[src/rtl/shifter_right_seq.sv]
`default_nettype none
// ============================================================================
// Module   : shifter_right_seq
// Purpose  : Multi-cycle 32-bit logical right shifter, one log-stage per cycle.
// Revision : 1.0  initial release
// ============================================================================
module shifter_right_seq #(
  parameter logic [5:0] SRL    = 6'b000010,
  parameter int         STAGES = 5
) (
  input  logic        clk,
  input  logic        reset,
  input  logic        start,
  input  logic [31:0] dataA,
  input  logic [31:0] dataB,
  input  logic [5:0]  Signal,
  output logic        busy,
  output logic        done,
  output logic [31:0] dataOut
);

  typedef enum logic [1:0] {
    IDLE  = 2'd0,
    SHIFT = 2'd1,
    DONE  = 2'd2
  } state_t;

  state_t      state;
  state_t      state_nxt;
  logic [2:0]  stage;
  logic [4:0]  amount;
  logic [31:0] work;
  logic [31:0] work_shifted;
  logic        op_valid;
  logic        last_stage;

  assign op_valid   = (Signal == SRL) && (dataB[31:5] == 27'd0);
  assign last_stage = (stage == 3'(STAGES - 1));

  // Stage k applies a 2^k shift only when bit k of the captured amount is set.
  always_comb begin
    work_shifted = work;
    case (stage)
      3'd0: if (amount[0]) work_shifted = work >> 1;
      3'd1: if (amount[1]) work_shifted = work >> 2;
      3'd2: if (amount[2]) work_shifted = work >> 4;
      3'd3: if (amount[3]) work_shifted = work >> 8;
      3'd4: if (amount[4]) work_shifted = work >> 16;
      default: work_shifted = work;
    endcase
  end

  always_comb begin
    state_nxt = state;
    case (state)
      IDLE:    if (start) state_nxt = op_valid ? SHIFT : DONE;
      SHIFT:   if (last_stage) state_nxt = DONE;
      DONE:    state_nxt = IDLE;
      default: state_nxt = IDLE;
    endcase
  end

  always_ff @(posedge clk) begin
    if (reset) begin
      state   <= IDLE;
      stage   <= 3'd0;
      amount  <= 5'd0;
      work    <= 32'h0;
      dataOut <= 32'h0;
    end else begin
      state <= state_nxt;
      case (state)
        IDLE: begin
          if (start) begin
            amount <= dataB[4:0];
            stage  <= 3'd0;
            if (op_valid) work    <= dataA;
            else          dataOut <= 32'h0;
          end
        end
        SHIFT: begin
          work  <= work_shifted;
          stage <= stage + 3'd1;
          // Final stage result goes straight to the output register.
          if (last_stage) dataOut <= work_shifted;
        end
        default: ;
      endcase
    end
  end

  assign busy = (state != IDLE);
  assign done = (state == DONE);

endmodule
`default_nettype wire

[config.mk]
export PLATFORM = sky130hd
export DESIGN_NAME = shifter_right_seq
export DESIGN_NICKNAME = d
export VERILOG_FILES = /design/src/rtl/shifter_right_seq.sv
export SDC_FILE = /design/constraint.sdc
export NUM_CORES = 1
export LEC_CHECK = 0
export BUFFER_PORTS_ARGS = -buffer_cell sky130_fd_sc_hd__buf_2
export CAP_MARGIN = 20
export CORE_MARGIN = 4
export CORE_UTILIZATION = 45
export CTS_BUF_LIST = sky130_fd_sc_hd__clkbuf_4 sky130_fd_sc_hd__clkbuf_8
export DETAILED_ROUTE_END_ITERATION = 12
export MAX_ROUTING_LAYER = met4
export PLACE_DENSITY = 0.77
export SLEW_MARGIN = 20
export SYNTH_ARGS = -nofsm -noshare
export SYNTH_HDL_FRONTEND = slang
export SYNTH_SLANG_ARGS = --single-unit
[constraint.sdc]
create_clock -name clk -period 6.9 [get_ports clk]
set_clock_uncertainty 0.2 [all_clocks]
set_input_delay 0.345 -clock clk [delete_from_list [all_inputs] [get_ports clk]]
set_output_delay 0.345 -clock clk [all_outputs]
set_load 0.005 [all_outputs]
==> impl_metrics.toml <==
[status]
status = "finished clean"

[clocking]
clk_latency_ns = 0.36
cts_inserted_buffers = 9
holdBufCountCts = 0
cts_num_sinks = 74
post_cts_resized = 0
htreeDepth = 3
clockRootBuffer = "clkbuf_8"
path_clk_slew_ns = 0.08
cts_tree = "yes"
clock_path_buffers = 2
cts_setup_buffers = 0

[floorplan]
fp.dieH_um = 108
core_um2 = 9770
die_x_um = 108
io_pins = 107
num_rows = 36
start_util_pct = 46.1
die_area_um2 = 11700

[routing]
dr.pass1.iters = 7
routed_wl_um = 14900
avgRoutedWirePerCell_um = 20.2
drc = 0
drt-initial-drc-count = 522
vias = 4726
postRouteAntennaNets = 0
viasPerCell = 6.38

[critical_path]
slowest_stage = "dfxtp_1"
cpPeakStageDelay_ns = 0.51
worstSetupPathType = "register to register"
start_kind = "register"
crit_chain = "inv_1, ha_1, and2_1, a22o_1, or4_1, or3_1, a32oi_1, a311oi_1"
cp_max_fo = 16
critPathTopFamily = "simple AND/OR/NAND/NOR gates"
crit_path_end_kind = "register"
cp.arrival_ns = 3.38
critical_path_required_ns = 6.91
cp_num_buf_inv = 1
crit_start = "stage[2]$_SDFFE_PP0P_"
worstReg2RegStart = "stage[2]$_SDFFE_PP0P_"

[grt]
grt_overflow_total = 0
grt_pass1_wl_um = 23300
grt_max_degree = 44
antenna_found_initial = 0
grt_pass1_vias = 4458
grt_use_total_pct = 25.9

[sta]
fmax_mhz = 297
final.min_clock_period_ns = 3.36
finalHoldViolCount = 0
relSlewSlack_pct = 26.6
tightest_slew_ns = 1.10
finalSetupTns_ns = 0
finalSetupViolCount = 0
rsz0062_at_grt = "false"
slew_viol_final = 0
period_share_pct = 48.8

[finish]
antennaDiodeCount = 0
final_cells = 741
layout.nets = 681
area_delta_synth_final_pct = 16.5
design_area_um2 = 5250
drive_gt1_share_pct = 24.2
post-route-util_pct = 53.7

[synth]
synth_edf_count = 0
synth_top_area_share_pct = 32.9
seq_area_frac_synth_pct = 32.9
syn_area_um2 = 4510
synth_nets = 618
synth_area_per_cell_um2 = 8.35
synth_ff_type = "dfxtp_1"
netlist_instances = 540
synth-async-reset-ratio_pct = 0
ys_ff_latch = 74
yosysWarnings = 0
synth.area.top_cells = "dfxtp_1 33%, a22o_1 7.4%, mux2i_1 6.9%"
ys_types = 46
synth.largest_area_cell = "dfxtp_1"

[placed_design]
placed_area_um2 = 5000
numPlacedInstances = 725
dpl.hpwl_um = 9740
portBuffers = 106
gp_congestion = 0.896

[pwr]
p_per_area_nw_per_um2 = 172
power.leakage_uw = 0.00210
ir_worst_vdd_v = 0.0000966

[hold_path]
min_path_type = "primary input to register"
hold_start = "dataB[4]"

[job]
cap_violations = 0
[cells in the final DEF (no fill, tap or decap), types with 2 or more instances in the layout]
master / netlist / final
nor3_1: 2 / 2
nand4_1: 2 / 2
a22oi_1: 5 / 5
ha_1: 5 / 5
a221o_1: 2 / 2
inv_1: 13 / 13
a21oi_1: 16 / 15
clkbuf_8: 0 / 12
a32oi_1: 15 / 15
dfxtp_1: 74 / 74
a311oi_1: 16 / 16
a221oi_1: 9 / 9
a222oi_1: 3 / 3
and3b_1: 3 / 3
o32ai_1: 10 / 9
nand2_1: 47 / 47
and3_1: 2 / 2
o21ai_0: 12 / 12
or3_1: 18 / 18
and2_1: 3 / 3
nor4_1: 6 / 6
o22ai_1: 4 / 3
bufinv_16: 0 / 2
a22o_1: 38 / 38
or2_2: 2 / 2
buf_2: 5 / 106
mux2i_1: 31 / 31
a311o_1: 2 / 2
mux2_2: 10 / 10
o2bb2ai_1: 30 / 30
nor2_2: 0 / 2
nor2b_1: 4 / 4
a211oi_1: 2 / 2
a211o_1: 3 / 3
or4_1: 15 / 15
nor2_1: 63 / 61
nand2b_1: 5 / 5
buf_4: 1 / 6
[stage by stage]
| step | total power (µW) | setup slack (ns) | hold slack [ns] |
|---|---|---|---|
| detailed placement | 513 | 3.64 | 0.243 |
| finish | 906 | 3.54 | 0.0167 |
| CTS | 910 | 3.63 | 0.0104 |
| global route | 935 | 3.40 | 0.0353 |
| floorplan | 483 | 4.07 | 0.248 |
| global placement | 511 | 3.71 | 0.242 |
[cells by family (layout without fill, tap and decap cells)]
family	after synthesis	after routing	synth area share, %
AO/OA/AOI/OAI	172	172	30.8
flip-flops	74	74	32.9
multiplexers	41	41	9.38
adder cells (fa/ha/maj)	5	5	1.39
AND/OR/NAND/NOR	175	175	18.8
buffers and inverters	73	141	6.80
[report_power, final]
part | total, µW | internal, µW | switching, µW | leakage [µW]
clock network | 402 | 233 | 169 | 0.000119
logic | 67.0 | 31.4 | 35.6 | 0.00138
registers | 437 | 429 | 8.11 | 0.000597
total | 906 | 693 | 213 | 0.00210
[registers in the layout, summed over array words and instances (netlist names)]
name / flops
stage: 3
dataOut: 32
state: 2
work: 32
amount: 5
[synth_stat cells (3+ instances only)]
| cell | count |
|---|---|
| a32oi_1 | 15 |
| o21ai_0 | 12 |
| a311oi_1 | 16 |
| ha_1 | 5 |
| mux2i_1 | 31 |
| or4_1 | 15 |
| a22oi_1 | 5 |
| buf_2 | 5 |
| buf_1 | 10 |
| nand2b_1 | 5 |
| clkbuf_1 | 41 |
| o2bb2ai_1 | 30 |
| dfxtp_1 | 74 |
| nand2_1 | 47 |
| or3_1 | 18 |
| nor2b_1 | 4 |
| o22ai_1 | 4 |
| nor4_1 | 6 |
| mux2_2 | 10 |
| a221oi_1 | 9 |
| o32ai_1 | 10 |
| a222oi_1 | 3 |
| buf_6 | 3 |
| a211o_1 | 3 |
| a21oi_1 | 16 |
| a22o_1 | 38 |
| nor2_1 | 63 |
| and3b_1 | 3 |
| inv_1 | 13 |
| and2_1 | 3 |
[routing by layer]
layer	GRT usage (%)	share of wire, %
met1	33.3	44
met2	40.8	46
met3	4.84	8.9
met5	-	0
met4	9.38	2.0
[path summary, 6_finish.rpt]
check	endpoint	slack, ns	cells past startpoint
worst max-delay path	work[9]$_SDFFE_PP0P_	3.54	8
worst min-delay path	amount[4]$_SDFFE_PP0P_	0.02	3
worst max register to register	work[9]$_SDFFE_PP0P_	3.54	8
worst min register to register	dataOut[17]$_SDFFE_PP0P_	0.26	2
[layout make-up]
cell class | instances | area [µm²]
inverters | 13 | 48.8
well taps | 133 | 166
repair buffers | 112 | 576
flip-flops and latches | 74 | 1480
multi-input cells | 393 | 2740
clock inverters | 4 | 72.6
fillers | 920 | 4520
clock buffers | 12 | 165
[worst reg2reg max path: stages (launching register included)]
cell and delay [ns]:
dfxtp_1 0.51, inv_1 0.16, ha_1 0.42, and2_1 0.45
a22o_1 0.27, or4_1 0.48, or3_1 0.33, a32oi_1 0.28
a311oi_1 0.13
(Power assumes the default switching activity.)
